File: src/rtl/ahb_input_stage_phy.sv
// ahb_input_stage_phy
// Master-side input stage of the bus matrix. Turns a master address phase
// into a request toward the output arbiter and holds that address phase
// until the port is granted. The master is stretched while it waits, and the
// output stage's data-phase response is returned to it.
module ahb_input_stage_phy #(
  parameter int ADDR_W = 32,
  parameter int PROT_W = 4
) (
  input  logic              HCLK,
  input  logic              HRESET,
  // Master side
  input  logic              HSELS,
  input  logic [ADDR_W-1:0] HADDRS,
  input  logic [1:0]        HTRANSS,
  input  logic              HWRITES,
  input  logic [2:0]        HSIZES,
  input  logic [2:0]        HBURSTS,
  input  logic [PROT_W-1:0] HPROTS,
  input  logic              HMASTLOCKS,
  input  logic              HREADYS,
  output logic              HREADYOUTS,
  output logic              HRESPS,
  // Arbiter side
  output logic              req_port,
  input  logic              grant,
  // Output-stage side
  output logic              HSELM,
  output logic [ADDR_W-1:0] HADDRM,
  output logic [1:0]        HTRANSM,
  output logic              HWRITEM,
  output logic [2:0]        HSIZEM,
  output logic [2:0]        HBURSTM,
  output logic [PROT_W-1:0] HPROTM,
  output logic              HMASTLOCKM,
  input  logic              HREADYM,
  input  logic              HRESPM
);

  localparam logic [1:0] TRANS_IDLE = 2'b00;

  typedef struct packed {
    logic              sel;
    logic [ADDR_W-1:0] addr;
    logic [1:0]        trans;
    logic              write;
    logic [2:0]        size;
    logic [2:0]        burst;
    logic [PROT_W-1:0] prot;
    logic              lock;
  } addr_ph_t;

  addr_ph_t live_ph;
  addr_ph_t held_ph;
  addr_ph_t out_ph;

  logic pend;
  logic data_ph;
  logic valid_in;
  logic capture;
  logic accept;
  logic cancel;

  // Bundle the live master address phase.
  always_comb begin
    live_ph       = '0;
    live_ph.sel   = HSELS;
    live_ph.addr  = HADDRS;
    live_ph.trans = HTRANSS;
    live_ph.write = HWRITES;
    live_ph.size  = HSIZES;
    live_ph.burst = HBURSTS;
    live_ph.prot  = HPROTS;
    live_ph.lock  = HMASTLOCKS;
  end

  // Only NONSEQ/SEQ become requests; IDLE/BUSY are answered locally.
  assign valid_in = HSELS & HREADYS & HTRANSS[1];
  assign capture  = HSELS & HREADYS;
  assign accept   = grant & HREADYM;
  // An IDLE issued after an ERROR response drops any beat still waiting.
  assign cancel   = (HTRANSS == TRANS_IDLE) & data_ph & HRESPM;

  assign req_port = pend | valid_in;

  // Held phase takes over the output-stage bus while waiting for grant.
  always_comb begin
    out_ph = pend ? held_ph : live_ph;
  end

  // Holding register, pending-request and data-phase tracking.
  always_ff @(posedge HCLK) begin
    // NOTE: the holding register is reset along with the flags so the held
    // address phase is known-zero after reset; state uses non-blocking
    // assignments throughout so every flag sees pre-edge values.
    if (HRESET) begin
      pend    <= 1'b0;
      data_ph <= 1'b0;
      held_ph <= '0;
    end else begin
      if (capture) held_ph <= live_ph;

      if (accept)        pend <= 1'b0;
      else if (valid_in) pend <= 1'b1;
      else if (cancel)   pend <= 1'b0;

      if (accept & req_port & out_ph.trans[1]) data_ph <= 1'b1;
      else if (HREADYM)                        data_ph <= 1'b0;
    end
  end

  assign HSELM      = out_ph.sel;
  assign HADDRM     = out_ph.addr;
  assign HTRANSM    = (req_port | data_ph) ? out_ph.trans : TRANS_IDLE;
  assign HWRITEM    = out_ph.write;
  assign HSIZEM     = out_ph.size;
  assign HBURSTM    = out_ph.burst;
  assign HPROTM     = out_ph.prot;
  assign HMASTLOCKM = out_ph.lock;

  assign HREADYOUTS = pend ? 1'b0 : (data_ph ? HREADYM : 1'b1);
  assign HRESPS     = data_ph ? HRESPM : 1'b0;

endmodule
File: config.mk
export PLATFORM = sky130hd
export DESIGN_NAME = ahb_input_stage_phy
export DESIGN_NICKNAME = d
export VERILOG_FILES = /design/src/rtl/ahb_input_stage_phy.sv
export SDC_FILE = /design/constraint.sdc
export NUM_CORES = 1
export LEC_CHECK = 0
export BUFFER_PORTS_ARGS = -buffer_cell sky130_fd_sc_hd__buf_2
export CAP_MARGIN = 10
export CORE_MARGIN = 5
export CORE_UTILIZATION = 55
export CTS_BUF_LIST = sky130_fd_sc_hd__clkbuf_4
export CTS_CLUSTER_SIZE = 25
export DETAILED_ROUTE_END_ITERATION = 12
export PLACE_DENSITY = 0.93
export SLEW_MARGIN = 10
export SYNTH_ARGS = -nofsm -noshare
export SYNTH_HDL_FRONTEND = slang
export SYNTH_SLANG_ARGS = --single-unit
File: constraint.sdc
create_clock -name HCLK -period 2.43 [get_ports HCLK]
set_input_delay 0.486 -clock HCLK [delete_from_list [all_inputs] [get_ports HCLK]]
set_output_delay 0.486 -clock HCLK [all_outputs]
set_load 0.05 [all_outputs]
After elaboration in Yosys (flattened, before gate mapping):

Cells that the tools add are included.

* add/subtract/negate cells: 0
* $mul: 0
* div/mod/pow operators: 0
* $lt $le $gt $ge: 0
* equal/unequal tests: 0
* shift operators: 0
* mux-type cells: 9
* bitwise gates (word level): 9
* reduce and logical (&&, ||, !) cells: 4

Operator list (number)
* $mux 47: 1
* $and 1x1->1: 7
* $mux 1: 7
* $reduce_bool 2->1: 2
* $logic_not 2->1: 1
* $mux 2: 1
* $or 1x1->1: 2
* $reduce_or 2->1: 1

* bits in registers: 49
* bits in latches: 0
* RAM bits: 0
* memory bits (read-only): 0
* input port bits: 53
* output and inout port bits: 50
* word-level logic and storage cells: 32
* memories: 0

Depth between registers and ports, before layout:

* depth after elaboration: 6
* depth in mapped cells: 5
* mapped depth without buffers: 3

Worst setup path before layout:

Ideal clock, no wire load.

* path kind: input -> output
* start point: input HREADYS
* end point: output HTRANSM[0]
* arrival time: 1502 ps
* data required time: 1944 ps
* slack: 442 ps
* cell stages on the path: 4
* path buffers: 2
* cells stage by stage: buf_2 > buf_6 > a311oi_1 > nor2_1

* word-level cells in the longest chain between the ends: 5

RTL lines
* from (decl): RTL line 21 `input logic HREADYS,`
* $and 1x1->1 (2 in series): RTL line 78 `assign valid_in = HSELS & HREADYS & HTRANSS[1];`
* $or 1x1->1: RTL line 84 `assign req_port = pend | valid_in;`
* $or 1x1->1: RTL line 114 `assign HTRANSM = (req_port | data_ph) ? out_ph.trans : TRANS_IDLE;`
* $mux 2: RTL line 114
* to (decl): RTL line 30 `output logic [1:0] HTRANSM,`

No other way between the ends.

Worst setup path in the final report:

* start point: register pend
* end point: output HTRANSM[1]

* word-level cells in the longest chain between the ends: 3
* elaborated cells on any way between the ends: 4
* those cells by class: 2 x mux; 2 x bitwise

RTL lines
* from (decl): RTL line 57 `logic pend;`
* from (signal assigned): RTL line 97 `pend <= 1'b0;`
* from (signal assigned): RTL line 103 `if (accept) pend <= 1'b0;`
* from (signal assigned): RTL line 104 `else if (valid_in) pend <= 1'b1;`
* $or 1x1->1: RTL line 84
* $or 1x1->1: RTL line 114
* $mux 2 *: RTL line 114

Every way passes the cells marked *; elsewhere a longest branch is shown, timed or not.

==> results.json <==
{
  "status": "completed",
  "dpl_cell_area_um2": 3160,
  "path_class": "flop to primary output",
  "p_per_area_nw_per_um2": 546,
  "seq_area_frac_synth_pct": 36.2,
  "synth_top_family_by_area": "compound AO/OA/AOI/OAI gates",
  "ir_worst_vdd_mv": 0.347,
  "root_buffer": "clkbuf_4",
  "synth_fa_ha_area_share_pct": 0,
  "rsz0062_at_grt": "no",
  "cp-end-kind": "primary output",
  "first_pass_iters": 5,
  "cp.required_ns": 1.94,
  "fin_crit_sh_pct": 89.4,
  "worstMarginPinSlew_ns": 0.855,
  "final_antenna_net_count": 0,
  "grt_pass1_vias": 2316,
  "clock_latency_ns": 0.36,
  "synth-simple-area-share_pct": 9.50,
  "cts_setup_buffers": 0,
  "synth_nets": 336,
  "yosysUniqueCellTypes": 19,
  "worstSetupStartpointType": "flop",
  "ys_warn_count": 0,
  "dp.cells": 424,
  "grt_pass1_wl_um": 10500,
  "synthXorXnorAreaFrac_pct": 0,
  "finalInstanceArea_um2": 3210,
  "grt_max_degree": 93,
  "timing.slew.headroom_pct": 43.0,
  "post-route-util_pct": 67.6,
  "postRouteWirelength_um": 6400,
  "finalWorstSetupSlack_ns": 0.258,
  "io_buffer_count": 102,
  "setup_viol": 0,
  "ctsHoldBuffers": 0,
  "track_usage_pct": 20.1,
  "hold_class": "input port to flop",
  "final.setup.tns_ns": 0,
  "dpl.hpwl_um": 4520,
  "fmax_mhz": 460,
  "drive_gt1_share_pct": 56.4,
  "path_clk_slew_ns": 0.14,
  "total_power_mw": 1.75,
  "whs_ns": 0.365,
  "area_growth_pct": 18.4,
  "clockBufferDepth": 2,
  "finalNetCount": 417,
  "tritoncts": "yes",
  "htreeDepth": 2,
  "synth_area_um2": 2710,
  "fin_skew_ns": 0.00610,
  "initial_core_util_pct": 57.1,
  "crit_fanout": 28,
  "clock-sinks": 49,
  "yosys_register_bits": 49,
  "overflow": 0,
  "slew_violations": 0,
  "final_cell_mix": "102 x buf_2, 49 x a21oi_1, 48 x dfxtp_1",
  "stdcell_count": 432,
  "synth_mux_area_share_pct": 19.4,
  "dp_slack_ns": 0.616,
  "layout_commonest_cell": "buf_2",
  "core_area_um2": 4750,
  "die_area_um2": 6440,
  "p_leak_nw": 1.37,
  "syn_area_per_cell_um2": 9.59,
  "n_antenna_cell": 0,
  "wl_per_cell_um": 14.8,
  "max_cap_viol_count": 0,
  "fillers": 428,
  "placementRows": 25,
  "route.detailed.drc": 0,
  "ctsResizeCount": 0,
  "hold_viol": 0,
  "antenna_found_initial": 0,
  "die_h_um": 80.2,
  "gp_congestion": 0.706,
  "via_per_inst": 5.47,
  "finalWorstPathRequiredPeriod_ns": 2.17,
  "dr_total_vias": 2362,
  "syn_inst": 283,
  "drtIter0Drc": 114,
  "cts_buffers": 5,
  "io_pins": 103,
  "synth_compound_area_share_pct": 27.5,
  "cp_data_arrival_time_ns": 1.69,
  "die_w_um": 80.2
}
[synthesized netlist by cell type]
library cell  count  area, um^2
a21oi_1          49         245
dfxtp_1          49         981
nand3_1          46         230
mux2_2           45         507
a21bo_2          43         430
buf_2            25         125
buf_6             4        45.0
a21bo_1           3        30.0
clkbuf_1          3        11.3
inv_1             3        11.3
nor2_1            3        11.3
mux2i_1           2        20.0
nand2_1           2        7.51
a311oi_1          1        8.76
a31oi_1           1        6.26
buf_4             1        7.51
o311a_1           1        10.0
o41ai_2           1        16.3
or3b_2            1        8.76
[sequential cells by signal, summed over array words and instances (netlist names)]
name     cells
data_ph      1
held_ph     47
pend         1
[area by class of cell]
class | count | area (um^2) | share of cell area [%]
clock buffer | 5 | 37.5 | 1.17
clock inverter | 3 | 17.5 | 0.545
inverter | 3 | 11.3 | 0.351
multi-input combinational | 198 | 1530 | 47.7
sequential | 49 | 982 | 30.6
tap | 67 | 83.8 | 2.61
timing repair buffer | 107 | 548 | 17.1
[routing by layer]
metal	routed length [um]	track usage, %	up-vias
met4	52	4.56	0
met5	0	0	-
li1	-	-	1189
met2	3110	34.4	74
met1	2820	25.2	1093
met3	419	5.04	6
[power breakdown]
part           total (mW)  internal, mW  leakage (nW)  switching (mW)
clock               0.370         0.110        0.0310           0.260
sequential          0.855         0.840         0.401          0.0148
combinational       0.529         0.173         0.938           0.356
[kinds of logic (layout without fill, tap and decap cells)]
family / count (synthesis) / count (layout)
mux: 47 / 47
compound gates: 99 / 99
buf+inv: 36 / 118
flops: 49 / 49
simple gates: 52 / 52
[final timing paths]
check                    from          end  slack (ns)  cells after the start
setup / recovery         pend   HTRANSM[1]        0.26                      4
hold / removal     HBURSTS[2]   held_ph[7]        0.36                      3
hold reg to reg   held_ph[46]  held_ph[46]        0.49                      2
setup reg to reg         pend      data_ph        1.20                      3
[critical path, cell delays in order (launching register included)]
cell	delay [ns]
dfxtp_2	0.35
buf_4	0.34
mux2i_1	0.32
nor2_1	0.08
buf_2	0.22
Power figures use the tool's default switching activity.
